## config.mk

```make
export PLATFORM = sky130hd
export DESIGN_NAME = sync_fifo_ext
export DESIGN_NICKNAME = d
export VERILOG_FILES = /design/src/rtl/sync_fifo_pkg.sv /design/src/rtl/fifo_mem.sv /design/src/rtl/sync_fifo_ext.sv
export SDC_FILE = /design/constraint.sdc
export NUM_CORES = 1
export LEC_CHECK = 0
export BUFFER_PORTS_ARGS = -buffer_cell sky130_fd_sc_hd__buf_2
export CAP_MARGIN = 20
export CORE_ASPECT_RATIO = 0.7
export CORE_UTILIZATION = 55
export DETAILED_ROUTE_END_ITERATION = 12
export GPL_ROUTABILITY_DRIVEN = 0
export PLACE_DENSITY = 0.75
export REMOVE_ABC_BUFFERS = 1
export SLEW_MARGIN = 0
export SYNTH_ARGS = -nofsm -noshare
export SYNTH_HDL_FRONTEND = slang
export SYNTH_SLANG_ARGS = --single-unit
```

## constraint.sdc

```tcl
create_clock -name i_clk -period 6.9 [get_ports i_clk]
set_input_delay 0.69 -clock i_clk [delete_from_list [all_inputs] [get_ports i_clk]]
set_output_delay 0.69 -clock i_clk [all_outputs]
set_load 0.03 [all_outputs]
```

## src/rtl/sync_fifo_pkg.sv

```systemverilog
// Shared constants and helpers for the extended synchronous FIFO.
package sync_fifo_pkg;

    localparam int unsigned FIFO_MODE_STD  = 0;
    localparam int unsigned FIFO_MODE_FWFT = 1;

    // The count must be able to hold DEPTH itself, not only DEPTH-1.
    function automatic int unsigned count_width(input int unsigned depth);
        return $clog2(depth + 1);
    endfunction

endpackage

```

## src/rtl/fifo_mem.sv

```systemverilog
// WIDTH x DEPTH register array: synchronous write, asynchronous read, no storage reset.
module fifo_mem #(
    parameter  int unsigned WIDTH = 8,
    parameter  int unsigned DEPTH = 8,
    localparam int unsigned AW    = $clog2(DEPTH)
) (
    input  logic             i_clk,
    input  logic             i_we,
    input  logic [AW-1:0]    i_waddr,
    input  logic [WIDTH-1:0] i_wdata,
    input  logic [AW-1:0]    i_raddr,
    output logic [WIDTH-1:0] o_rdata
);

    logic [WIDTH-1:0] mem_q [DEPTH];

    always_ff @(posedge i_clk) begin
        if (i_we) begin
            mem_q[i_waddr] <= i_wdata;
        end
    end

    assign o_rdata = mem_q[i_raddr];

endmodule

```

## src/rtl/sync_fifo_ext.sv

```systemverilog
// Synchronous FIFO with guarded push/pop, threshold flags, occupancy, FWFT option,
// synchronous flush and sticky overflow/underflow flags.
module sync_fifo_ext
    import sync_fifo_pkg::*;
#(
    parameter  int unsigned WIDTH      = 8,
    parameter  int unsigned DEPTH      = 8,
    parameter  int unsigned AFULL_LVL  = DEPTH - 1,
    parameter  int unsigned AEMPTY_LVL = 1,
    parameter  int unsigned FWFT       = FIFO_MODE_STD,
    localparam int unsigned CW         = count_width(DEPTH)
) (
    input  logic             i_clk,
    input  logic             i_rst_n,
    input  logic             i_flush,
    input  logic [WIDTH-1:0] i_fifo,
    input  logic             i_we,
    input  logic             i_re,
    output logic [WIDTH-1:0] o_fifo,
    output logic             o_valid,
    output logic             o_fifo_full,
    output logic             o_fifo_empty,
    output logic             o_almost_full,
    output logic             o_almost_empty,
    output logic [CW-1:0]    o_count,
    output logic             o_overflow,
    output logic             o_underflow
);

    localparam int unsigned AW = $clog2(DEPTH);

    logic [AW-1:0]    wr_ptr_q, wr_ptr_d, rd_ptr_q, rd_ptr_d;
    logic [CW-1:0]    count_q, count_d;
    logic             overflow_q, overflow_d, underflow_q, underflow_d;
    logic             empty, full, rd_ok, wr_ok;
    logic [WIDTH-1:0] mem_rdata;

    // Explicit wrap so non-power-of-two depths work.
    function automatic logic [AW-1:0] ptr_inc(input logic [AW-1:0] p);
        return (p == AW'(DEPTH - 1)) ? '0 : p + AW'(1);
    endfunction

    assign empty = (count_q == '0);
    assign full  = (count_q == CW'(DEPTH));
    assign rd_ok = i_re & ~empty;
    assign wr_ok = i_we & (~full | rd_ok);

    always_comb begin
        wr_ptr_d    = wr_ptr_q;
        rd_ptr_d    = rd_ptr_q;
        count_d     = count_q;
        overflow_d  = overflow_q | (i_we & ~wr_ok);
        underflow_d = underflow_q | (i_re & ~rd_ok);
        if (i_flush) begin
            wr_ptr_d    = '0;
            rd_ptr_d    = '0;
            count_d     = '0;
            overflow_d  = 1'b0;
            underflow_d = 1'b0;
        end else begin
            if (wr_ok) wr_ptr_d = ptr_inc(wr_ptr_q);
            if (rd_ok) rd_ptr_d = ptr_inc(rd_ptr_q);
            unique case ({wr_ok, rd_ok})
                2'b10:   count_d = count_q + CW'(1);
                2'b01:   count_d = count_q - CW'(1);
                default: count_d = count_q;
            endcase
        end
    end

    always_ff @(posedge i_clk or negedge i_rst_n) begin
        if (!i_rst_n) begin
            wr_ptr_q    <= '0;
            rd_ptr_q    <= '0;
            count_q     <= '0;
            overflow_q  <= 1'b0;
            underflow_q <= 1'b0;
        end else begin
            wr_ptr_q    <= wr_ptr_d;
            rd_ptr_q    <= rd_ptr_d;
            count_q     <= count_d;
            overflow_q  <= overflow_d;
            underflow_q <= underflow_d;
        end
    end

    fifo_mem #(
        .WIDTH (WIDTH),
        .DEPTH (DEPTH)
    ) u_mem (
        .i_clk   (i_clk),
        .i_we    (wr_ok & ~i_flush),
        .i_waddr (wr_ptr_q),
        .i_wdata (i_fifo),
        .i_raddr (rd_ptr_q),
        .o_rdata (mem_rdata)
    );

    if (FWFT == FIFO_MODE_FWFT) begin : g_fwft
        // Masked while empty so the head never shows stale or uninitialised storage.
        assign o_fifo  = empty ? '0 : mem_rdata;
        assign o_valid = ~empty;
    end else begin : g_std
        logic [WIDTH-1:0] dout_q;
        logic             valid_q;

        always_ff @(posedge i_clk or negedge i_rst_n) begin
            if (!i_rst_n) begin
                dout_q  <= '0;
                valid_q <= 1'b0;
            end else if (i_flush) begin
                valid_q <= 1'b0;
            end else begin
                valid_q <= rd_ok;
                if (rd_ok) dout_q <= mem_rdata;
            end
        end

        assign o_fifo  = dout_q;
        assign o_valid = valid_q;
    end

    assign o_fifo_full    = full;
    assign o_fifo_empty   = empty;
    assign o_almost_full  = (count_q >= CW'(AFULL_LVL));
    assign o_almost_empty = (count_q <= CW'(AEMPTY_LVL));
    assign o_count        = count_q;
    assign o_overflow     = overflow_q;
    assign o_underflow    = underflow_q;

endmodule
```

* Word-level counts from Yosys, hierarchy flattened
Memories as Yosys holds them, arrays and structs flattened. A register that Yosys moved wholly into a read port is not among the register bits.
Cells that the tools add are included.
** Cells by class
- Reductions and logical operators :: 6
- Equality and inequality tests :: 5
- Mux-type cells :: 13
- Add/sub/neg operators :: 4
- Multiply operators :: 0
- Divide/modulo/power cells :: 0
- Shift-type cells :: 0
- Order comparisons :: 2
- Bitwise logic cells :: 13
** Operators with widths (count)
- $mux 3 :: 6
- $pmux 4 s2 :: 1
- $add 3x1->3 const B :: 2
- $eq 3x3->1 const B :: 2
- $and 1x1->1 :: 5
- $mux 1 :: 5
- $not 1->1 :: 5
- $add 4x1->4 const B :: 1
- $eq 4x4->1 const B :: 1
- $ge 4x3->1 const B :: 1
- $le 4x1->1 const B :: 1
- $logic_not 4->1 :: 1
- $mux 4 :: 1
- $reduce_bool 2->1 :: 2
- $sub 4x1->4 const B :: 1
- $or 1x1->1 :: 3
- $reduce_bool 3->1 :: 1
- $eq 2x1->1 const B :: 1
- $eq 2x2->1 const B :: 1
- $reduce_and 2->1 :: 1
- $logic_not 1->1 :: 1
** Storage, ports and cells
- Output and inout bits :: 19
- Latch bits :: 0
- Word-level logic and storage cells :: 50
- Register bits after elaboration :: 13
- Memory bits (writable) :: 64
- Input port bits :: 13
- Memories :: 1
- Bits in read-only memories :: 0
** Memories
- u_mem.mem_q :: depth 8, width 8, read ports 1, clocked after Yosys merged registers in 1, write ports 1, line fifo_mem.sv:15 : logic [WIDTH-1:0] mem_q [DEPTH];

* Depth between registers and ports, before layout
Gate-level depths: netlist of the first run.
- Depth after elaboration :: 9
- Mapped depth :: 8
- Gate-level depth less buffers :: 7

* Modules after synthesis
A second synthesis of the first run with hierarchy kept.
** Second synthesis, totals
- Cells, all modules :: 205
- Area total of the unflattened synthesis :: 3637.2 um^2
** Modules (own cells, without submodules)
- fifo_mem :: sequential area each 1921.8 um^2, cells each 106, times used 1, area each 2531.2 um^2
- sync_fifo_ext :: sequential area each 525.5 um^2, cells each 99, times used 1, area each 1106.1 um^2

* Worst setup path before layout of the first run
Ideal clock, no wire load.
- Path kind :: register to register
- Start :: reg count_q[0] (netlist: o_count[0])
- End :: mem u_mem.mem_q[0][0], enable pin
- Buffers on the path :: 0
- Clock period less this slack :: 2509 ps
- Stages on the path, launching flop included :: 7
- Library setup time :: 383 ps
- Path slack :: 4391 ps
- Data required time :: 6517 ps
- Arrival :: 2125 ps
- Cell sequence :: dfrtp_1 -> inv_1 -> ha_1 -> nand2b_1 -> o31ai_2 -> or3_1 -> nor3_1
** Between the ends
- Longest elaborated chain between the ends :: 8
- Elaborated cells on any way between the ends :: 10
- Classes of those cells :: 1 x eq/ne; 2 x mux; 6 x bitwise; 1 x reduce/logical
** RTL lines
- start, declared :: line sync_fifo_ext.sv:33 : logic [CW-1:0] count_q, count_d;
- start signal, assigned :: line sync_fifo_ext.sv:81 : count_q <= count_d;
- $logic_not 4->1 :: line sync_fifo_ext.sv:43 : assign empty = (count_q == '0);
- $not 1->1 :: line sync_fifo_ext.sv:45 : assign rd_ok = i_re & ~empty;
- $and 1x1->1 :: line sync_fifo_ext.sv:45
- $or 1x1->1 (*) :: line sync_fifo_ext.sv:46 : assign wr_ok = i_we & (~full | rd_ok);
- $and 1x1->1 (*) :: line sync_fifo_ext.sv:46
- $and 1x1->1 (*) :: line sync_fifo_ext.sv:92 : .i_we (wr_ok & ~i_flush),
- $mux 1 (*) :: line fifo_mem.sv:18 : if (i_we) begin
- $mux 1 (implied by the code) (*) :: line fifo_mem.sv:19 : mem_q[i_waddr] <= i_wdata;
- end, declared :: line fifo_mem.sv:15
Mark *: on every way between the ends. The rest lies on a longest branch, timed or not.

* Worst setup path after layout of the first run
- Start :: reg count_q[0] (netlist: o_count[0])
- End :: mem u_mem.mem_q[4][6], enable pin
The elaborated chain is that of the path after synthesis.

==> run_results.csv, run 1 <==
group,metric,value,unit
logic_synthesis,synthXorXnorAreaFrac,0.983,%
worst_setup_path,path_cells,"inv_1, ha_1, nand2b_1, o31ai_2, or3_1, nor2_1",
clock_network,cts_buffers,9,
clock_network,clock_sinks,85,
routing,drtAntennaViolNets,0,
logic_synthesis,synth-edff-count,64,
clock_network,cts_setup_buffers,0,
worst_setup_path,critPathTopFamily,"simple AND/OR/NAND/NOR gates",
floorplanning,rows,24,
grt,grt.total_usage,21.6,%
worst_setup_path,crit_fanout,8,
place,dp_hpwl,4.28,mm
power,p_leak,1.49,nW
logic_synthesis,synthCells,219,
floorplanning,die_x,98.2,um
worst_setup_path,reg2reg_to,"u_mem.mem_q[4][6]",
place,place_inst,319,
floorplanning,io_pins,32,
place,postPlaceCellArea,3780,um2
logic_synthesis,synth_top_area_share,53.9,%
logic_synthesis,synth_ff_type,"edfxtp_1",
sta,fmax,0.378,GHz
logic_synthesis,synthMuxAreaShare,13.2,%
grt,first_global_vias,1918,
logic_synthesis,yosysTopAreaCell,"edfxtp_1",
worst_setup_path,cp-start-kind,"flop",
sta,finalHoldViolations,0,
power,power.density,366,nW/um2
power,seqPwrFrac,43.9,%
clock_network,post_cts_resized,0,
logic_synthesis,synth_seq_cells,85,
sta,tns,0,ns
clock_network,worst_skew_pair.late_latency,0.35,ns
power,finalPower,1.47,mW
worst_setup_path,crit_required,6.87,ns
floorplanning,dieArea,6810,um2
logic_synthesis,ys_warn_count,0,
power,p_sw,498,uW
logic_synthesis,synthTopCellsByArea,"edfxtp_1 54%, dfrtp_1 15%, mux4_2 10%, mux2i_1 2.8%, ha_1 2.5%",
sta,fin_skew,0.0117,ns
sta,rsz0062_at_grt,"no",
logic_synthesis,async_flop_share,24.7,%
cells_and_area,diodes,0,
worst_hold_path,min_path_type,"in -> async",
floorplanning,coreArea,6250,um2
cells_and_area,stdcell_count,337,
sta,fin_crit,2.64,ns
worst_setup_path,cp.buffers_inverters,1,
flow_run,max_cap_violations,0,
floorplanning,start_util,57.1,%
clock_network,cts_tree,"done",
routing,viasPerCell,5.72,
cells_and_area,drive_gt1_share,27.8,%
routing,routed_wl,6.58,mm
clock_network,clock-root-buffer,"clkbuf_8",
grt,antenna_found_initial,0,
worst_setup_path,arrival,2.61,ns
clock_network,htree_num_levels,3,
sta,worst_slack,4.26,ns
power,swShare,33.8,%
floorplanning,fp.dieH,69.4,um
logic_synthesis,yosys.area_share.simple,8.14,%
cells_and_area,area_delta_synth_final,12.7,%
run_status,run_status,"complete, but fails checks",
sta,tightest_slew,1.02,ns
routing,first_iter_violations,148,
worst_setup_path,rr_worst_depth,6,
power,ir_drop,0.000145,V
logic_synthesis,synth_compound_gate_area_share,3.97,%
sta,max-slew-margin-rel,31.8,%
cells_and_area,finalInstanceArea,4020,um2
logic_synthesis,seq_area_frac_synth,68.7,%
cells_and_area,nFillCells,461,
logic_synthesis,ys_types,39,
grt,grt_overflow,0,
sta,finalSetupViolations,0,
sta,period_share,38.3,%
logic_synthesis,postSynthAreaPerCell,16.3,um2
routing,via_count,1927,
clock_network,cts.clk_slew.worst_paths,0.09,ns
grt,grt_pass1_wl,10.4,mm
worst_setup_path,critPathMaxStageDelay,0.78,ns
worst_setup_path,slowest_stage,"nor2_1",
place,post-place-ws,4.21,ns
place,portBuffers,31,
cells_and_area,fin_nets,274,
clock_network,max-clock-path-buffers,2,
run_status,violations,"design-rule violations",
routing,wl_per_cell,19.5,um
logic_synthesis,synthAdderAreaFrac,2.46,%
power,p_comb_share,30.2,%
routing,drc,2,
worst_setup_path,crit_type,"reg -> reg",
power,p_int,974,uW
sta,drv_slew,0,
logic_synthesis,synth_area,3560,um2
worst_setup_path,r2r_start,"o_count[0]",
worst_setup_path,reg2reg_slack,4.26,ns
grt,grt_max_degree,22,
clock_network,ctsHoldBuffers,0,
power,clkPwrFrac,25.9,%
worst_setup_path,worstSetupEndpointType,"flop",
routing,drt-pass1-iter-count,10,
logic_synthesis,synth_top_family_by_area,"multiplexers",
==> how the worst max path moves through the flow <==
stage / cells past startpoint / slack (ns) / end / from
3_3_place_gp: 4 / 4.28 / u_mem.mem_q[0][0] / i_re
2_1_floorplan: 6 / 4.39 / u_mem.mem_q[0][0] / o_count[0]
6_report: 6 / 4.26 / u_mem.mem_q[4][6] / o_count[0]
3_5_place_dp: 6 / 4.21 / u_mem.mem_q[0][7] / o_count[0]
4_1_cts: 6 / 4.18 / u_mem.mem_q[0][4] / o_count[0]
5_1_grt: 6 / 4.09 / u_mem.mem_q[2][6] / o_count[0]
==> cells by family after synthesis <==
group	count (synthesis)
simple gates	57
compound gates	22
buf+inv	17
flops	85
fa+ha+maj	7
mux	27
xor+xnor	4
==> layout by cell type, fill, tap and decap left out, types with 3 or more instances in the layout <==
cell,instances
nand3_1,4
or3_1,3
o21ai_0,10
nand2b_1,4
nand2_1,16
mux2i_1,10
inv_1,6
mux4_2,16
buf_2,31
edfxtp_1,64
ha_1,7
nor2_1,15
clkbuf_8,9
xor2_1,3
nor3_1,5
a21oi_1,5
dfrtp_1,21
==> sequential cells by signal, summed over array words and instances, names as in the netlist <==
signal       cells
o_overflow       1
o_count          4
u_mem.mem_q     64
o_valid          1
rd_ptr_q         3
wr_ptr_q         3
o_underflow      1
o_fifo           8
==> power groups by stage <==
stage | registers [mW] | logic (mW) | clock network (mW)
2_1_floorplan | 0.729 | 0.240 | 0
3_3_place_gp | 0.673 | 0.406 | 0
3_5_place_dp | 0.658 | 0.445 | 0
4_1_cts | 0.647 | 0.446 | 0.386
5_1_grt | 0.654 | 0.489 | 0.407
6_report | 0.646 | 0.444 | 0.382
==> per-stage QoR <==
stage	hold slack, ns	util [%]
2_1_floorplan	0.394	-
3_3_place_gp	0.459	60.2
3_5_place_dp	0.469	60.6
4_1_cts	0.314	64.1
5_1_grt	0.328	64.3
6_report	0.303	64.3
==> Yosys cell counts (3+ instances only) <==
master	instances
a21oi_1	5
xor2_1	3
ha_1	7
edfxtp_1	64
inv_1	6
nand2_1	16
nor2_1	15
nand2b_1	4
nand3_1	4
dfrtp_1	21
buf_2	3
mux2i_1	10
o21ai_0	10
nor3_1	5
mux4_2	16
or3_1	3
==> routing by layer <==
| metal | routed length [um] | GRT usage (%) | part of all wire, % | up-vias |
|---|---|---|---|---|
| li1 | - | - | - | 898 |
| met2 | 3000 | 32.3 | 46 | 65 |
| met5 | 0 | 0 | 0 | - |
| met1 | 3030 | 31.0 | 46 | 956 |
| met3 | 492 | 6.25 | 7.5 | 8 |
| met4 | 50 | 6.97 | 0.76 | 0 |
==> layout make-up <==
class                      count  area (um2)  share of cell area [%]
timing repair buffer          34         195                    4.86
inverter                       7        31.3                   0.779
sequential                    85        2450                    60.9
clock inverter                 7        96.3                    2.40
tap                           78        97.6                    2.43
clock buffer                   9         124                    3.08
multi-input combinational    117        1030                    25.5
==> worst register-to-register path: stages, from the launching register on <==
cell      delay (ns)
dfrtp_1         0.48
inv_1           0.11
ha_1            0.22
nand2b_1        0.15
o31ai_2         0.13
or3_1           0.39
nor2_1          0.78
Power figures use the tool's default switching activity.
==> run 2: changes to the inputs <==
- clock period: 6.9 -> 2.7 ns (I/O delays scaled with it)
==> run 2 against run 1 <==
Utilization is 0.32 points lower. Sequential power grew to 2.5 times the previous value. The run still ends with design-rule violations left. Largest cell class unchanged. Cell area is 0.50% lower. Global-route usage is 1.1 points higher. First-iteration DRC count is 49% higher. Power is 140% higher. Critical path type unchanged. Maximum frequency is 11% higher.
==> run_results.csv, run 2 (same netlist as run 1, synthesis figures left out) <==
group,metric,value,unit
grt,grt.total_usage,22.7,%
grt,antenna_found_initial,0,
sta,tns,0,ns
worst_setup_path,arrival,2.35,ns
run_status,violations,"design-rule violations",
worst_setup_path,reg2reg_slack,0.32,ns
clock_network,cts_buffers,9,
worst_setup_path,r2r_start,"o_count[0]",
sta,fin_skew,0.00945,ns
cells_and_area,diodes,0,
routing,routed_wl,6.86,mm
cells_and_area,largest_register_ffs,64,
power,p_comb_share,31.9,%
cells_and_area,regMostFlops,"u_mem.mem_q",
floorplanning,dieArea,6810,um2
cells_and_area,area_delta_synth_final,12.1,%
grt,grt_overflow,0,
grt,grt_pass1_wl,10.9,mm
clock_network,max-clock-path-buffers,2,
worst_setup_path,crit_type,"reg -> reg",
cells_and_area,layout_commonest_cell,"edfxtp_1",
floorplanning,coreArea,6250,um2
floorplanning,die_x,98.2,um
sta,tightest_slew,0.863,ns
cells_and_area,drive_gt1_share,28.3,%
clock_network,cts_tree,"done",
worst_hold_path,holdPathEnd,"u_mem.mem_q[4][4]",
cells_and_area,fin_nets,280,
power,finalPower,3.55,mW
clock_network,clock_sinks,85,
place,post-place-ws,0.328,ns
sta,finalHoldViolations,0,
worst_setup_path,rr_worst_depth,6,
worst_setup_path,cp-start-kind,"flop",
routing,via_count,2019,
power,clkPwrFrac,22.0,%
sta,finalSetupViolations,0,
sta,worst_slack,0.325,ns
clock_network,clock-root-buffer,"clkbuf_8",
grt,grt_max_degree,22,
sta,drv_slew,0,
cells_and_area,stdcell_count,343,
power,seqPwrFrac,46.1,%
sta,period_share,88.0,%
sta,rsz0062_at_grt,"no",
floorplanning,fp.dieH,69.4,um
worst_setup_path,reg2reg_to,"u_mem.mem_q[3][0]",
place,dp_hpwl,4.56,mm
power,p_leak,1.49,nW
sta,max-slew-margin-rel,42.3,%
clock_network,cts_setup_buffers,0,
floorplanning,rows,24,
routing,drtAntennaViolNets,0,
worst_hold_path,min_path_type,"in -> reg",
worst_hold_path,min_path_cells,1,
power,p_sw,1.25,mW
sta,fmax,0.421,GHz
power,swShare,35.1,%
cells_and_area,mostFrequentLayoutCells,"64 x edfxtp_1, 31 x buf_2, 21 x dfrtp_1",
grt,first_global_vias,1984,
power,power.density,888,nW/um2
routing,drt-pass1-iter-count,10,
worst_setup_path,crit_fanout,8,
power,p_int,2.30,mW
worst_setup_path,worstSetupStartpoint,"o_count[0]",
routing,drc,2,
run_status,run_status,"complete, but fails checks",
sta,fin_crit,2.38,ns
power,ir_drop,0.000455,V
flow_run,max_cap_violations,0,
floorplanning,io_pins,32,
worst_setup_path,crit_required,2.67,ns
clock_network,htree_num_levels,3,
routing,viasPerCell,5.89,
routing,wl_per_cell,20.0,um
routing,first_iter_violations,221,
clock_network,worst_skew_pair.late_latency,0.35,ns
place,portBuffers,31,
worst_setup_path,worstSetupEndpointType,"flop",
place,place_inst,326,
floorplanning,start_util,57.1,%
worst_hold_path,hp-start,"i_fifo[4]",
clock_network,cts.clk_slew.worst_paths,0.08,ns
## run 2: power groups by stage
stage	Combinational (mW)	Clock, mW	Sequential [mW]
2_1_floorplan	0.613	0	1.86
3_3_place_gp	1.12	0	1.65
3_5_place_dp	1.14	0	1.66
4_1_cts	1.14	0.802	1.64
5_1_grt	1.24	0.847	1.65
6_report	1.13	0.782	1.63
## run 2: layout make-up
cell class | instances | area, um2
flip-flops and latches | 85 | 2450
fillers | 463 | 2250
multi-input cells | 117 | 1030
repair buffers | 40 | 225
clock buffers | 12 | 145
well taps | 78 | 97.6
inverters | 7 | 31.3
clock inverters | 4 | 25.0
## run 2: how the worst max path moves through the flow
stage / depth (start not counted) / end
after floorplan: 6 / u_mem.mem_q[0][0]
after global placement: 7 / u_mem.mem_q[4][5]
after detailed placement: 6 / u_mem.mem_q[3][0]
after CTS: 6 / u_mem.mem_q[3][3]
after global routing: 6 / u_mem.mem_q[3][2]
final: 6 / u_mem.mem_q[3][0]
## run 2: per-stage QoR
step | area, um2 | hold slack [ns] | util, %
6_report | 4000 | 0.191 | 64.0
5_1_grt | 4000 | 0.177 | 64.0
4_1_cts | 4000 | 0.172 | 64.0
3_5_place_dp | 3820 | 0.295 | 61.1
3_3_place_gp | 3820 | 0.290 | 61.1
2_1_floorplan | 3500 | -0.0256 | -
## run 2: repair_timing
| item | CTS | global route |
|---|---|---|
| gates resized for setup | 0 | 0 |
| endpoints found under the hold margin | 21 | 0 |
| hold buffers | 1 | 0 |
## run 2: per-layer routing
layer	routed length, um	GRT usage, %	share of wire, %
met3	651	8.67	9.5
met5	0	0	0
met1	2920	31.1	43
met2	3180	34.0	46
met4	102	6.97	1.5
## run 2: critical path, cell delays in order, from the launching register on
cell	delay [ns]
dfrtp_1	0.47
inv_1	0.10
ha_1	0.22
nand2b_1	0.14
o31ai_2	0.12
nand3b_1	0.24
nor2_1	0.70
